[config.mk]
export PLATFORM = sky130hd
export DESIGN_NAME = add_fp_pipe
export DESIGN_NICKNAME = d
export VERILOG_FILES = /design/src/rtl/fp_pkg.sv /design/src/rtl/lzc.sv /design/src/rtl/add_fp_pipe.sv
export SDC_FILE = /design/constraint.sdc
export NUM_CORES = 1
export LEC_CHECK = 0
export ABC_AREA = 1
export CORE_UTILIZATION = 30
export DETAILED_ROUTE_END_ITERATION = 10
export DONT_BUFFER_PORTS = 1
export PLACE_DENSITY = 0.54
export RECOVER_POWER = 25
export SYNTH_ARGS = -nofsm -noshare
export SYNTH_HDL_FRONTEND = slang
export SYNTH_SLANG_ARGS = --single-unit
[constraint.sdc]
create_clock -name clk -period 6.7 [get_ports clk]
set_input_delay 1.005 -clock clk [delete_from_list [all_inputs] [get_ports clk]]
set_output_delay 1.005 -clock clk [all_outputs]
set_load 0.05 [all_outputs]
[src/rtl/fp_pkg.sv]
// Shared types and constants for the pipelined floating-point adder.
// Classification enum, flag bit positions and width-parametric special encodings.
package fp_pkg;

  typedef enum logic [1:0] {ZERO, NORM, INF, NAN} fp_class_e;

  localparam int FLG_N = 3;
  localparam int FLG_Z = 2;
  localparam int FLG_C = 1;
  localparam int FLG_V = 0;

  localparam int FP_MAXW = 128;

  // Positive infinity: exponent all ones, fraction zero (truncate to the word width).
  function automatic logic [FP_MAXW-1:0] fp_inf(input int mw, input int ew);
    logic [FP_MAXW-1:0] v;
    v = '0;
    for (int i = 0; i < ew; i++) v[mw+i] = 1'b1;
    return v;
  endfunction

  // Canonical quiet NaN: positive, exponent all ones, fraction MSB set.
  function automatic logic [FP_MAXW-1:0] fp_qnan(input int mw, input int ew);
    logic [FP_MAXW-1:0] v;
    v = fp_inf(mw, ew);
    v[mw-1] = 1'b1;
    return v;
  endfunction

endpackage

[src/rtl/lzc.sv]
// Leading-zero counter; combinational, no backpressure.
// An all-zero input returns WIDTH.
module lzc #(
  parameter int WIDTH = 28,
  parameter int CW    = $clog2(WIDTH + 1)
) (
  input  logic [WIDTH-1:0] in_i,
  output logic [CW-1:0]    cnt_o
);

  // Later iterations override, so the highest set bit decides the count.
  always_comb begin
    cnt_o = CW'(WIDTH);
    for (int i = 0; i < WIDTH; i++) begin
      if (in_i[i]) cnt_o = CW'(WIDTH - 1 - i);
    end
  end

endmodule

[src/rtl/add_fp_pipe.sv]
// Pipelined FP add/sub with NZCV flags; 3-cycle latency, one op per cycle.
// Single global advance: every stage holds while out_valid & !out_ready, in_ready follows it.
module add_fp_pipe
  import fp_pkg::*;
#(
  parameter int MANTISA_WIDTH  = 23,
  parameter int EXPONENT_WIDTH = 8
) (
  input  logic                                  clk,
  input  logic                                  reset,
  input  logic                                  in_valid,
  output logic                                  in_ready,
  input  logic                                  op,
  input  logic [MANTISA_WIDTH+EXPONENT_WIDTH:0] a,
  input  logic [MANTISA_WIDTH+EXPONENT_WIDTH:0] b,
  output logic                                  out_valid,
  input  logic                                  out_ready,
  output logic [MANTISA_WIDTH+EXPONENT_WIDTH:0] res_add,
  output logic [3:0]                            flags_add
);

  localparam int M   = MANTISA_WIDTH;
  localparam int E   = EXPONENT_WIDTH;
  localparam int W   = M + E + 1;
  localparam int AW  = M + 4;
  localparam int SW  = M + 5;
  localparam int LZW = $clog2(SW + 1);
  localparam logic [FP_MAXW-1:0] QNAN_F = fp_qnan(M, E);
  localparam logic [FP_MAXW-1:0] INF_F  = fp_inf(M, E);
  localparam logic [W-1:0]       QNAN   = QNAN_F[W-1:0];
  localparam logic [W-1:0]       INF_P  = INF_F[W-1:0];
  localparam logic [E-1:0]       SH_MAX = E'(M + 3);

  function automatic fp_class_e classify(input logic [W-1:0] v);
    if (v[W-2:M] == '0)  return ZERO;
    else if (&v[W-2:M])  return (v[M-1:0] == '0) ? INF : NAN;
    else                 return NORM;
  endfunction

  logic en;
  logic s1_vld_q, s2_vld_q, out_vld_q;
  logic [W-1:0] res_q, res_d;
  logic [3:0]   flg_q, flg_d;

  assign en        = !out_vld_q || out_ready;
  assign in_ready  = en;
  assign out_valid = out_vld_q;
  assign res_add   = res_q;
  assign flags_add = flg_q;

  // Stage 1: classify, resolve specials, order by magnitude, align the smaller operand.
  logic [W-1:0]  b_eff;
  fp_class_e     cls_a, cls_b;
  logic          swap, y_lost;
  logic [E-1:0]  x_exp, y_exp, diff;
  logic [M-1:0]  x_frac, y_frac;
  logic [AW-1:0] y_ext, y_sh;
  logic          s1_byp_d, s1_sign_d, s1_sub_d;
  logic [W-1:0]  s1_bres_d;
  logic [3:0]    s1_bflg_d;
  logic [E-1:0]  s1_exp_d;
  logic [AW-1:0] s1_mx_d, s1_my_d;

  always_comb begin
    b_eff  = {b[W-1] ^ op, b[W-2:0]};
    cls_a  = classify(a);
    cls_b  = classify(b_eff);
    swap   = b_eff[W-2:0] > a[W-2:0];
    x_exp  = swap ? b_eff[W-2:M] : a[W-2:M];
    y_exp  = swap ? a[W-2:M] : b_eff[W-2:M];
    x_frac = swap ? b_eff[M-1:0] : a[M-1:0];
    y_frac = swap ? a[M-1:0] : b_eff[M-1:0];
    diff   = x_exp - y_exp;
    y_ext  = {1'b1, y_frac, 3'b000};
    y_sh   = y_ext >> diff;
    y_lost = |(y_ext & ~({AW{1'b1}} << diff));
    if (diff >= SH_MAX) s1_my_d = {{(AW-1){1'b0}}, 1'b1};
    else                s1_my_d = {y_sh[AW-1:1], y_sh[0] | y_lost};
    s1_mx_d   = {1'b1, x_frac, 3'b000};
    s1_exp_d  = x_exp;
    s1_sign_d = swap ? b_eff[W-1] : a[W-1];
    s1_sub_d  = a[W-1] ^ b_eff[W-1];

    s1_byp_d  = 1'b1;
    s1_bflg_d = '0;
    s1_bres_d = '0;
    if (cls_a == NAN || cls_b == NAN ||
        (cls_a == INF && cls_b == INF && s1_sub_d)) begin
      s1_bres_d        = QNAN;
      s1_bflg_d[FLG_V] = 1'b1;
    end else if (cls_a == INF)                    s1_bres_d = a;
    else if (cls_b == INF)                        s1_bres_d = b_eff;
    else if (cls_a == ZERO && cls_b == ZERO)      s1_bres_d = {a[W-1] & b_eff[W-1], {(W-1){1'b0}}};
    else if (cls_b == ZERO)                       s1_bres_d = a;
    else if (cls_a == ZERO)                       s1_bres_d = b_eff;
    else                                          s1_byp_d  = 1'b0;
    s1_bflg_d[FLG_N] = s1_bres_d[W-1];
    s1_bflg_d[FLG_Z] = (s1_bres_d[W-2:0] == '0);
  end

  logic          s1_byp_q, s1_sign_q, s1_sub_q;
  logic [W-1:0]  s1_bres_q;
  logic [3:0]    s1_bflg_q;
  logic [E-1:0]  s1_exp_q;
  logic [AW-1:0] s1_mx_q, s1_my_q;

  // Stage 2: magnitude add or subtract with the carry bit kept.
  logic [SW-1:0] s2_sum_d;
  assign s2_sum_d = s1_sub_q ? ({1'b0, s1_mx_q} - {1'b0, s1_my_q})
                             : ({1'b0, s1_mx_q} + {1'b0, s1_my_q});

  logic          s2_byp_q, s2_sign_q;
  logic [W-1:0]  s2_bres_q;
  logic [3:0]    s2_bflg_q;
  logic [E-1:0]  s2_exp_q;
  logic [SW-1:0] s2_sum_q;

  always_ff @(posedge clk) begin
    if (en) begin
      s1_byp_q  <= s1_byp_d;  s1_sign_q <= s1_sign_d; s1_sub_q <= s1_sub_d;
      s1_bres_q <= s1_bres_d; s1_bflg_q <= s1_bflg_d; s1_exp_q <= s1_exp_d;
      s1_mx_q   <= s1_mx_d;   s1_my_q   <= s1_my_d;
      s2_byp_q  <= s1_byp_q;  s2_sign_q <= s1_sign_q; s2_bres_q <= s1_bres_q;
      s2_bflg_q <= s1_bflg_q; s2_exp_q  <= s1_exp_q;  s2_sum_q  <= s2_sum_d;
    end
  end

  // Stage 3: normalise, round to nearest even, detect overflow/underflow, pack.
  logic [LZW-1:0] lz, sh;
  logic           carry, round_up;
  logic [AW-1:0]  norm;
  logic [M+1:0]   mant_r;
  logic [E+1:0]   exp_n, e_f;
  logic [M-1:0]   frac;

  lzc #(.WIDTH(SW)) u_lzc (.in_i(s2_sum_q), .cnt_o(lz));

  always_comb begin
    carry = s2_sum_q[SW-1];
    sh    = lz - LZW'(1);
    if (carry) begin
      norm  = {s2_sum_q[SW-1:2], s2_sum_q[1] | s2_sum_q[0]};
      exp_n = {2'b00, s2_exp_q} + (E+2)'(1);
    end else begin
      norm  = s2_sum_q[AW-1:0] << sh;
      exp_n = {2'b00, s2_exp_q} - (E+2)'(sh);
    end
    round_up = norm[2] & (norm[1] | norm[0] | norm[3]);
    mant_r   = {1'b0, norm[AW-1:3]} + (M+2)'(round_up);
    e_f      = exp_n + (E+2)'(mant_r[M+1]);
    frac     = mant_r[M+1] ? mant_r[M:1] : mant_r[M-1:0];

    flg_d        = '0;
    flg_d[FLG_C] = carry;
    if (s2_byp_q) begin
      res_d = s2_bres_q;
      flg_d = s2_bflg_q;
    end else if (s2_sum_q == '0) begin
      res_d        = '0;
      flg_d        = '0;
      flg_d[FLG_Z] = 1'b1;
    end else if (e_f[E+1] || e_f == '0) begin
      res_d        = {s2_sign_q, {(W-1){1'b0}}};
      flg_d[FLG_N] = s2_sign_q;
      flg_d[FLG_Z] = 1'b1;
    end else if (e_f >= {2'b00, {E{1'b1}}}) begin
      res_d        = {s2_sign_q, INF_P[W-2:0]};
      flg_d[FLG_N] = s2_sign_q;
      flg_d[FLG_V] = 1'b1;
    end else begin
      res_d        = {s2_sign_q, e_f[E-1:0], frac};
      flg_d[FLG_N] = s2_sign_q;
    end
  end

  always_ff @(posedge clk) begin
    if (reset) begin
      s1_vld_q  <= 1'b0;
      s2_vld_q  <= 1'b0;
      out_vld_q <= 1'b0;
      res_q     <= '0;
      flg_q     <= '0;
    end else if (en) begin
      s1_vld_q  <= in_valid;
      s2_vld_q  <= s1_vld_q;
      out_vld_q <= s2_vld_q;
      if (s2_vld_q) begin
        res_q <= res_d;
        flg_q <= flg_d;
      end
    end
  end

endmodule

# == Word level (Yosys, flattened, before mapping) ==
# Cells that the tools add are included.
# word_totals
regBits,208
in_bits,69
output_inout_bits,38
word_cells,131
# classes
addsub,8
magnitude_cmp,3
n_eq_ne,4
shifts,3
n_mux,62
bitwise,10
n_reduce_logical,22
# ops
op,count
$mux 32,8
$mux 5,16
$mux 23,3
$mux 31,2
$logic_not 23->1,2
$mux 4,9
$gt 31x31->1,1
$logic_not 31->1,1
$add 27x27->28,1
$logic_not 28->1,1
$mux 28,1
$sub 27x27->28,1
$and 27x27->27,1
$mux 27,1
$not 27->27,1
$reduce_or 27->1,1
$shl 27x5->27,1
$shl 27x8->27 const A,1
$shr 27x8->27,1
$add 24x1->25,1
$logic_not 8->1,2
$mux 8,2
$reduce_and 8->1,2
$mux 3,4
other kinds (21),48

# == Logic depth before layout (Yosys ltp) ==
# Gate-level depths: netlist (run 1).
# logic_depth
depth_word,41
ltp_mapped,63

# == Modules after synthesis ==
# From an unflattened synthesis (run 1), not the netlist that was laid out.
# hier_totals
cells_unflattened,2367
hier_area_um2,16942.5
# modules_own_cells
mod,n_inst,cells_each,area_each_um2
add_fp_pipe,1,2283,16543.4
lzc,1,84,399.1

# == Least setup slack after synthesis (run 1) ==
# No wires, ideal clock.
# synth_timing
kind,register to register
from,register s2_sum_q[1]
to,"register res_q[18], in the netlist res_add[18]"
arrival_ps,6688
path_slack_ps,-108
path_stages_with_launch,62
n_path_buf,4
path_cell_list,edfxtp_1 inv_2 nand2_1 nand2_1 nand2_1 nand2_1 nand2_1 nand2_1 nand2_1 nand2_1 nand2_1 nand2_1 nand2_1 nand2_1 nand2_1 nand2_1 nand2_1 nand2_1 [... 26 more ...] ha_1 ha_1 nand3_1 nor2_1 nand2_1 nor3_1 xor2_1 nor2_1 nand2_1 or4_1 nand3_1 clkinv_1 nand2_1 clkinv_1 nand2_1 inv_2 nand2_1 a21oi_1
# synth_between
elab_chain_cells,40
elab_cells_between_ends,47
cone_classes,4 x add/sub; 1 x order compare; 1 x shift; 34 x mux; 4 x bitwise; 3 x reduce/logical
# synth_rtl
element,line,source
from (decl),add_fp_pipe.sv:116,logic [SW-1:0] s2_sum_q;
from (signal assigned),add_fp_pipe.sv:124,s2_bflg_q <= s1_bflg_q; s2_exp_q <= s1_exp_q; s2_sum_q <= s2_sum_d;
$mux 3 (3 in a row),lzc.sv:15,if (in_i[i]) cnt_o = CW'(WIDTH - 1 - i);
$mux 4 (8 in a row),lzc.sv:15,
$mux 5 (16 in a row),lzc.sv:15,
$sub 5x1->5,add_fp_pipe.sv:140,sh = lz - LZW'(1);
$shl 27x5->27,add_fp_pipe.sv:145,norm = s2_sum_q[AW-1:0] << sh;
$mux 27,add_fp_pipe.sv:141,if (carry) begin
$or 1x1->1 (2 in a row),add_fp_pipe.sv:148,round_up = norm[2] & (norm[1] | norm[0] | norm[3]);
$and 1x1->1,add_fp_pipe.sv:148,
$add 24x1->25,add_fp_pipe.sv:149,"mant_r = {1'b0, norm[AW-1:3]} + (M+2)'(round_up);"
$add 10x1->10,add_fp_pipe.sv:150,e_f = exp_n + (E+2)'(mant_r[M+1]);
$ge 10x8->1 or $logic_not 10->1 (tied branches),"add_fp_pipe.sv:166, add_fp_pipe.sv:162",
$mux 31 or $logic_or 1x1->1 (tied branches),"add_fp_pipe.sv:166, add_fp_pipe.sv:162",
$mux 31,add_fp_pipe.sv:162,end else if (e_f[E+1] || e_f == '0) begin
$mux 32 *,add_fp_pipe.sv:158,end else if (s2_sum_q == '0) begin
$mux 32 *,add_fp_pipe.sv:155,if (s2_byp_q) begin
to (signal assigned),add_fp_pipe.sv:188,res_q <= res_d;
to (decl),add_fp_pipe.sv:42,"logic [W-1:0] res_q, res_d;"
# Every way passes the cells marked *; elsewhere a longest branch is shown, timed or not.
# A chain may end at the register's enable or synchronous reset.

# == Final worst setup path (run 1) ==
# layout_timing
from,register s2_sum_q[1]
to,"register res_q[0], in the netlist res_add[0]"
# Same word-level chain as after synthesis.

==> metrics.md, run 1 <==
| Metric | Value |
|---|---|
| Status | completed |
| P_leak | 8.32 nW |
| CP Capture Type | flop |
| Routed Antenna Nets | 0 |
| Max cap viols | 0 |
| Slew margin rel. | 6.90% |
| Post-synthesis sequential area ratio | 35.5% |
| CTS Root Cell | clkbuf_16 |
| Port bufs | 0 |
| H-Tree Depth | 1 |
| GP Congestion | 1.02 |
| Sw Pwr | 3.89 mW |
| # fillers | 5704 |
| Wire per inst | 19.8 um |
| Largest net degree at the start of global routing | 93 |
| Fmax | 161 MHz |
| Drt first pass iters | 6 |
| Ys flop type | edfxtp_1 |
| Crit-path max cell delay | 0.44 ns |
| I/O Pins | 107 |
| Top cell types by occurrence after synthesis | nand2_1, nand3_1, inv_1 |
| Vias | 16100 |
| Initial antenna violation count | 2 |
| WP data arrival | 6.63 ns |
| Cell taking the most area after synthesis | edfxtp_1 |
| Final core occ | 34.3% |
| #FFs+latches synth | 205 |
| Die span in x | 235 um |
| Routed WL | 59400 um |
| Layout area overhead | 13.1% |
| Vias per inst | 5.37 |
| Critical-path top delay cell | or4_4 |
| Flop pwr share | 23.9% |
| Congestion Overflow GR | 0 |
| Rows | 85 |
| Yosys warns | 0 |
| Max-slew violations | 0 |
| Sw frac | 49.9% |
| Avg Cell Area, Syn | 7.13 um2 |
| Top-area cell type share of the netlist area | 30.8% |
| Fin crit period | 6.22 ns |
| Worst-Margin Slew | 1.38 ns |
| DRC marker count from the first detailed-route iteration | 1714 |
| Critical Path RT | 7.11 ns |
| Initial core utilization | 30.3% |
| First-pass GRT wire length | 89700 um |
| Die Area | 55200 um2 |
| Sum of negative setup slack | 0 ns |
| CTS sink count | 205 |
| Mapped cell area | 16300 um2 |
| Hold Buf Count CTS | 0 |
| Synth Net Count | 2444 |
| Worst hold path class | reg2reg |
| CTS tree | built |
| Vias in the first global route | 15000 |
| Count leader, synth | nand2_1 |
| Finish-stage setup viols | 0 |
| FFs w/ async S/R, synth | 0% |
| Core area | 53700 um2 |
| Top post-synthesis cells by area | edfxtp_1, nand2_1, nand3_1, ha_1, o21ai_0 |
| Clk slew on worst S/H paths | 0.06 ns |
| Num CTS Buffers | 23 |
| Internal | 3.91 mW |
| CP most frequent cell | nand2_1 |
| Worst skew pair latency | 0.53 ns |
| Post-synth EDFFs | 167 |
| All-Layer GR Usage | 20.8% |
| Clock Path Buffers | 3 |
| Post-Synthesis Cells | 2282 |
| Antenna cell count | 0 |
| Clk pwr share | 15.4% |
| CP startpoint kind | flop |
| P per Cell Area | 424 nW/um2 |
| Comb power frac | 60.7% |
| Die H | 235 um |
| # DRC | 0 |
| Worst-path fanout max | 21 |
| Tcrit/Tclk final | 92.9% |
| Hold Vio Cnt, Final | 0 |
| CP Class | reg2reg |
| Clock skew | 0.0111 ns |
| Max IR drop VDD | 239 uV |
| Nets | 2454 |
| Netlist cell types | 58 |
| Fraction of layout cells with a size suffix above 1 | 9.20% |
| Dpl hpwl | 46900 um |
==> power groups by stage <==
stage | Clock [mW] | Combinational, mW | Sequential [mW]
2_1_floorplan | 0 | 3.01 | 1.78
3_3_place_gp | 0 | 4.34 | 1.88
3_5_place_dp | 0 | 4.30 | 1.89
4_1_cts | 1.23 | 4.32 | 1.86
5_1_grt | 1.28 | 5.24 | 1.88
6_report | 1.20 | 4.74 | 1.86
==> worst paths after layout <==
path	end	cells past startpoint	startpoint	slack, ns
worst max-delay path	res_add[0]	58	s2_sum_q[1]	0.48
worst min register to register	s2_bflg_q[2]	0	s1_bflg_q[2]	0.42
worst min-delay path	s2_bflg_q[2]	0	s1_bflg_q[2]	0.42
worst max register to register	res_add[0]	58	s2_sum_q[1]	0.48
==> through the flow <==
| step | cells | area (um2) | hold WS, ns | worst slack (ns) | total power [mW] |
|---|---|---|---|---|---|
| 2_1_floorplan | 2282 | 16300 | 0.400 | 0.00909 | 4.79 |
| 5_1_grt | 3001 | 18400 | 0.419 | -0.0908 | 8.39 |
| 4_1_cts | 2986 | 18000 | 0.416 | 0.00684 | 7.42 |
| 3_3_place_gp | 2948 | 17200 | 0.400 | 0.00306 | 6.22 |
| 3_5_place_dp | 2948 | 17200 | 0.405 | -0.0623 | 6.19 |
| 6_report | 3001 | 18400 | 0.416 | 0.478 | 7.81 |
==> worst max-delay path, delay by kind of cell, from the launching register on <==
kind,cells,cell delay (ns)
simple gates,44,4.06
xor+xnor,1,0.10
compound gates,2,0.18
fa+ha+maj,3,0.60
buf+inv,8,0.78
flops,1,0.39
==> cells in the final DEF, fill, tap and decap left out, types with 36 or more instances in the layout <==
master and instances:
nand2_1 553, nand3_1 312, inv_1 229, o21ai_0 186, a21oi_1 170, edfxtp_1 167
nor2_1 139, ha_1 87, buf_4 72, dfxtp_1 38, xor2_1 36
==> timing repair <==
item                                   4_1_cts  5_1_grt
setup endpoints to repair                   18       33
pin swaps                                    0       14
endpoints found under the hold margin        0        0
resized for setup                            2       78
buffers inserted                             0       15
==> registers in the layout, summed over array words and instances, names as in the netlist, 2 cells and up <==
| name | flops |
|---|---|
| s2_sum_q | 28 |
| s2_bflg_q | 2 |
| s1_exp_q | 8 |
| s2_exp_q | 8 |
| s1_mx_q | 23 |
| s1_bflg_q | 2 |
| s1_my_q | 27 |
| flags_add | 3 |
| s1_bres_q | 32 |
| res_add | 32 |
| s2_bres_q | 32 |
==> logic make-up after synthesis <==
family,count (synthesis),share of synthesized area (%)
AOI/OAI and AO/OA,449,15.2
xor gates and xnor gates,52,3.01
adders and majority gates,93,7.24
buffers and inverters,345,8.49
DFF,205,35.5
muxes,1,0.0615
and+or+nand+nor,1137,30.5
==> cell type report <==
class / instances / area, um2 / share of cell area (%)
Tap cell: 696 / 871 / 4.73
Timing Repair Buffer: 84 / 712 / 3.87
Clock buffer: 27 / 591 / 3.21
Inverter: 246 / 933 / 5.07
Multi-Input combinational cell: 1732 / 9420 / 51.1
Clock inverter: 11 / 119 / 0.645
Sequential cell: 205 / 5780 / 31.4
==> layer usage <==
layer  global-route usage, %  share of wire [%]
met4                    6.32                3.0
met1                    28.6                 45
met3                    3.14                6.9
met5                       0              0.056
met2                    33.4                 45
Note: power is estimated with default switching activity, not from simulation.
==> inputs of run 2 (changes only) <==
--- a/config.mk
+++ b/config.mk
@@ -6,10 +6,10 @@
 export NUM_CORES = 1
 export LEC_CHECK = 0
 export ABC_AREA = 1
-export CORE_UTILIZATION = 30
+export CORE_UTILIZATION = 60
 export DETAILED_ROUTE_END_ITERATION = 10
 export DONT_BUFFER_PORTS = 1
-export PLACE_DENSITY = 0.54
+export PLACE_DENSITY = 0.85
 export RECOVER_POWER = 25
 export SYNTH_ARGS = -nofsm -noshare
 export SYNTH_HDL_FRONTEND = slang
==> constraint.sdc (replaced) <==
create_clock -name clk -period 6.2 [get_ports clk]
set_input_delay 0.93 -clock clk [delete_from_list [all_inputs] [get_ports clk]]
set_output_delay 0.93 -clock clk [all_outputs]
set_load 0.05 [all_outputs]
==> metrics.md, run 2 (synthesized netlist as in run 1, its figures left out) <==
| Metric | Value |
|---|---|
| Routed Antenna Nets | 0 (unchanged) |
| WP data arrival | 6.62 ns (was 6.63 ns) |
| Port bufs | 0 (unchanged) |
| Clock skew | 0.0342 ns (was 0.0111 ns) |
| Core area | 26400 um2 (was 53700 um2) |
| Num CTS Buffers | 21 (was 23) |
| Clock Path Buffers | 3 (unchanged) |
| Worst-Margin Slew | 3.38 ns (was 1.38 ns) |
| CP Capture Type | flop (unchanged) |
| Hold Vio Cnt, Final | 0 (unchanged) |
| Sum of negative setup slack | -0.0221 ns (was 0 ns) |
| Clk slew on worst S/H paths | 0.06 ns (about the same) |
| First-pass GRT wire length | 86400 um (was 89700 um) |
| GP Congestion | 1.05 (was 1.02) |
| Drt first pass iters | 6 (unchanged) |
| Antenna cell count | 0 (unchanged) |
| All-Layer GR Usage | 39.5% (was 20.8%) |
| H-Tree Depth | 1 (unchanged) |
| CP startpoint kind | flop (unchanged) |
| Fin crit period | 6.22 ns (about the same) |
| Vias per inst | 6.38 (was 5.37) |
| Initial antenna violation count | 0 (was 2) |
| Max cap viols | 1 (was 0) |
| Design Area, Final | 18400 um2 (about the same) |
| Critical-path top delay cell | or4_4 (unchanged) |
| # DRC | 0 (unchanged) |
| RSZ-0062 raised after global routing | true |
| Setup ws final | -0.0192 ns (was 0.478 ns) |
| Crit-path max cell delay | 0.44 ns (about the same) |
| Dpl hpwl | 42400 um (was 46900 um) |
| I/O Pins | 107 (unchanged) |
| Critical Path RT | 6.60 ns (was 7.11 ns) |
| DRC marker count from the first detailed-route iteration | 2399 (was 1714) |
| Dpl ws | -0.172 ns (was -0.0623 ns) |
| Status | finished with violations (was completed) |
| Congestion Overflow GR | 0 (unchanged) |
| CTS sink count | 205 (unchanged) |
| Vias | 17200 (was 16100) |
| Largest net degree at the start of global routing | 71 (was 93) |
| Max IR drop VDD | 234 uV (was 239 uV) |
| Wire per inst | 21.0 um (was 19.8 um) |
| CTS Root Cell | clkbuf_16 (unchanged) |
| Fmax | 161 MHz (about the same) |
| P_leak | 8.59 nW (was 8.32 nW) |
| Commonest cells after routing, fill and taps aside | nand2_1, nand3_1, inv_1, o21ai_0, edfxtp_1 (was nand2_1, nand3_1, inv_1, o21ai_0, a21oi_1) |
| Routed WL | 56600 um (was 59400 um) |
| Rows | 59 (was 85) |
| Layout area overhead | 13.1% (about the same) |
| Nets | 2510 (was 2454) |
| Initial core utilization | 61.8% (was 30.3%) |
| Fraction of layout cells with a size suffix above 1 | 11.5% (was 9.20%) |
| Die span in x | 167 um (was 235 um) |
| Worst skew pair latency | 0.53 ns (about the same) |
| CP Class | reg2reg (unchanged) |
| DP Area | 17300 um2 (was 17200 um2) |
| Tcrit/Tclk final | 100% (was 92.9%) |
| Worst-path fanout max | 29 (was 21) |
| Die Area | 27800 um2 (was 55200 um2) |
| Final core occ | 69.9% (was 34.3%) |
| Die H | 167 um (was 235 um) |
| Failing checks | max-capacitance violations, max-slew violations, negative setup slack |
| Power, Total | 8.94 mW (was 7.81 mW) |
| CP most frequent cell | nand2_1 (unchanged) |
| Vias in the first global route | 15800 (was 15000) |
| Most common cell after layout, fill and taps aside | nand2_1 (unchanged) |
| CTS tree | built (unchanged) |
| Max-slew violations | 65 (was 0) |
| Slew margin rel. | -126% (was 6.90%) |
| Worst hold path class | reg2reg (unchanged) |
| P per Cell Area | 486 nW/um2 (was 424 nW/um2) |
| Finish-stage setup viols | 2 (was 0) |
run 2: worst max-delay path: cells and delay by family, from the launching register on:
family / cells / cell delay [ns]
adders and majority gates: 3 / 0.63
DFF: 1 / 0.41
buffers and inverters: 7 / 0.92
and+or+nand+nor: 38 / 3.41
xor gates and xnor gates: 2 / 0.36
AOI/OAI and AO/OA: 3 / 0.38
run 2: what timing repair did:
action                     CTS  global route
resized for setup            3            58
gates cloned                 0             3
hold buffers                 0             0
hold endpoints to repair     0             0
buffers inserted             0            13
setup endpoints to repair   28            33
pin swaps                    0            16
run 2: stage by stage:
| step | hold WS [ns] | std cells |
|---|---|---|
| floorplan | 0.400 | 2282 |
| global placement | 0.402 | 2644 |
| detailed placement | 0.405 | 2644 |
| CTS | 0.417 | 2682 |
| global route | 0.424 | 2698 |
| finish | 0.409 | 2698 |
run 2: routing by layer:
metal	vias to the layer above	track usage [%]	share of wire [%]
met4	0	17.3	5.5
met1	7880	50.3	38
met5	-	0	0
met2	1166	66.2	46
met3	233	6.54	11
li1	7942	-	-
run 2: area by class of cell:
class	instances	area, um2
clock inverters	11	119
inverters	246	940
repair buffers	141	1180
flip-flops and latches	205	5780
fillers	2143	7940
well taps	335	419
multi-input cells	1732	9410
repair inverters	1	5.00
clock buffers	27	568
run 2: worst paths after layout:
kind / start / endpoint / slack, ns / cells past startpoint
max: s2_sum_q[2] / res_add[0] / -0.02 / 53
min: s1_bres_q[10] / s2_bres_q[10] / 0.41 / 0
max reg2reg: s2_sum_q[2] / res_add[0] / -0.02 / 53
min reg2reg: s1_bres_q[10] / s2_bres_q[10] / 0.41 / 0
run 2: report_power, final:
group          internal [mW]  switching [mW]
clock network          0.736           0.538
registers               1.72           0.245
logic                   2.14            3.57
total                   4.59            4.35
==> inputs of run 3 (changes only) <==
--- a/config.mk
+++ b/config.mk
@@ -9,6 +9,7 @@
 export CORE_UTILIZATION = 60
 export DETAILED_ROUTE_END_ITERATION = 10
 export DONT_BUFFER_PORTS = 1
+export MAX_ROUTING_LAYER = met4
 export PLACE_DENSITY = 0.85
 export RECOVER_POWER = 25
 export SYNTH_ARGS = -nofsm -noshare
==> metrics.md, run 3 (synthesized netlist as in run 1, its figures left out) <==
| Metric | Value |
|---|---|
| Most common cell after layout, fill and taps aside | nand2_1 (unchanged) |
| Die H | 167 um (unchanged) |
| RSZ-0062 raised after global routing | true (unchanged) |
| Core area | 26400 um2 (unchanged) |
| Fmax | 164 MHz (was 161 MHz) |
| # fillers | 2108 (was 2143) |
| Slew margin rel. | -126% (about the same) |
| Crit-path leading delay family | simple AND/OR/NAND/NOR gates (unchanged) |
| Vias in the first global route | 15800 (about the same) |
| Vias per inst | 6.30 (was 6.38) |
| Die Area | 27800 um2 (unchanged) |
| Power, Total | 8.93 mW (was 8.94 mW) |
| CP Capture Type | flop (unchanged) |
| CTS sink count | 205 (unchanged) |
| Failing checks | max-capacitance violations, max-slew violations (was max-capacitance violations, max-slew violations, negative setup slack) |
| First-pass GRT wire length | 85900 um (was 86400 um) |
| Dpl ws | -0.168 ns (was -0.172 ns) |
| Finish-stage setup viols | 0 (was 2) |
| CP Class | reg2reg (unchanged) |
| Status | finished with violations (unchanged) |
| Worst hold path class | reg2reg (unchanged) |
| Die span in x | 167 um (unchanged) |
| Final hold slack | 0.421 ns (was 0.409 ns) |
| Clock Path Buffers | 3 (unchanged) |
| P_leak | 8.56 nW (was 8.59 nW) |
| GP Congestion | 1.09 (was 1.05) |
| Setup ws final | 0.111 ns (was -0.0192 ns) |
| P per Cell Area | 485 nW/um2 (was 486 nW/um2) |
| Max cap viols | 1 (unchanged) |
| Clock skew | 0.0263 ns (was 0.0342 ns) |
| Nets | 2509 (was 2510) |
| H-Tree Depth | 1 (unchanged) |
| Critical-path top delay cell | nor4_1 (was or4_4) |
| Tcrit/Tclk final | 98.2% (was 100%) |
| Vias | 17000 (was 17200) |
| Antenna cell count | 0 (unchanged) |
| CTS tree | built (unchanged) |
| Dpl hpwl | 42300 um (was 42400 um) |
| Fin crit period | 6.09 ns (was 6.22 ns) |
| Worst skew pair latency | 0.51 ns (was 0.53 ns) |
| Routed WL | 56000 um (was 56600 um) |
| Wire per inst | 20.8 um (was 21.0 um) |
| WP data arrival | 6.48 ns (was 6.62 ns) |
| Layout area overhead | 13.2% (was 13.1%) |
| Max-slew violations | 64 (was 65) |
| Rows | 59 (unchanged) |
| Placed Cells | 2648 (was 2644) |
| Clk slew on worst S/H paths | 0.07 ns (was 0.06 ns) |
| All-Layer GR Usage | 40.6% (was 39.5%) |
| Drt first pass iters | 6 (unchanged) |
| Largest net degree at the start of global routing | 77 (was 71) |
| Congestion Overflow GR | 0 (unchanged) |
| I/O Pins | 107 (unchanged) |
| Fraction of layout cells with a size suffix above 1 | 11.9% (was 11.5%) |
| CP startpoint kind | flop (unchanged) |
| Initial antenna violation count | 0 (unchanged) |
| Post-Layout Cell Count | 2696 (was 2698) |
| Hold Buf Count CTS | 0 (unchanged) |
| Design Area, Final | 18400 um2 (about the same) |
| Crit path buf inv count | 6 (was 7) |
| Reg2reg setup slack | 0.11 ns (was -0.02 ns) |
| DP Area | 17400 um2 (was 17300 um2) |
| Commonest cells after routing, fill and taps aside | nand2_1, nand3_1, inv_1, o21ai_0, edfxtp_1 (unchanged) |
| Routed Antenna Nets | 0 (unchanged) |
| Worst-path fanout max | 11 (was 29) |
| DRC marker count from the first detailed-route iteration | 2140 (was 2399) |
| Crit-path max cell delay | 0.52 ns (was 0.44 ns) |
| Max IR drop VDD | 248 uV (was 234 uV) |
| Critical Path RT | 6.59 ns (was 6.60 ns) |
| Initial core utilization | 61.8% (unchanged) |
| # DRC | 0 (unchanged) |
| CTS Root Cell | clkbuf_16 (unchanged) |
| Worst-Margin Slew | 3.37 ns (was 3.38 ns) |
| Hold Vio Cnt, Final | 0 (unchanged) |
| Port bufs | 0 (unchanged) |
| Num CTS Buffers | 20 (was 21) |
-- run 3: changes by cell type in the layout (fill, tap and decap cells not counted), moves of 3 or more --
cell and delta:
a21oi_2 -3, nand3_2 +7, nand2_2 +3, nor2_1 -4, a21oi_1 +3, nand3_1 -9
nor2_2 +3, clkinvlp_4 +4
-- run 3: worst register-to-register path, delay by kind of cell (launching register included) --
family	cells	cell delay, ns
buffers and inverters	6	0.79
AOI/OAI and AO/OA	4	0.60
DFF	1	0.41
xor gates and xnor gates	2	0.45
adders and majority gates	2	0.43
and+or+nand+nor	20	3.33
-- run 3: metal layers --
layer	vias up	GRT usage [%]	wire length, um
met1	7704	50.2	20900
met4	0	19.8	3200
met2	1122	64.5	25600
met3	223	6.94	6240
met5	-	-	0
li1	7931	-	-
-- run 3: where the power goes --
group	internal, mW	leakage (nW)	total [mW]	switching, mW
registers	1.72	2.21	1.96	0.244
clock network	0.604	0.284	1.14	0.536
logic	2.20	6.07	5.83	3.63
-- run 3: timing repair --
item | in CTS | in global routing
buffers inserted | 3 | 8
pin swaps | 2 | 27
resized for setup | 4 | 78
gates cloned | 0 | 1
endpoints found under the setup margin | 24 | 33
hold endpoints to repair | 0 | 0
-- run 3: per-stage QoR --
step	TNS (ns)	utilization, %
global route	-8.22	69.9
global placement	0	65.9
CTS	0	68.4
finish	0	69.9
floorplan	0	-
detailed placement	-1.99	65.9
-- run 3: cell type report --
type | count | area [um2] | share of cell area, %
flip-flops and latches | 205 | 5780 | 31.4
repair buffers | 142 | 1200 | 6.51
clock buffers | 22 | 508 | 2.76
multi-input cells | 1732 | 9470 | 51.4
inverters | 246 | 947 | 5.14
well taps | 335 | 419 | 2.28
clock inverters | 14 | 103 | 0.557
-- run 3: worst paths after layout --
kind,start,endpoint,cells after the start
min reg2reg,s1_bres_q[27],s2_bres_q[27],0
max,s2_sum_q[0],res_add[5],34
min,s1_bres_q[27],s2_bres_q[27],0
max reg2reg,s2_sum_q[0],res_add[5],34
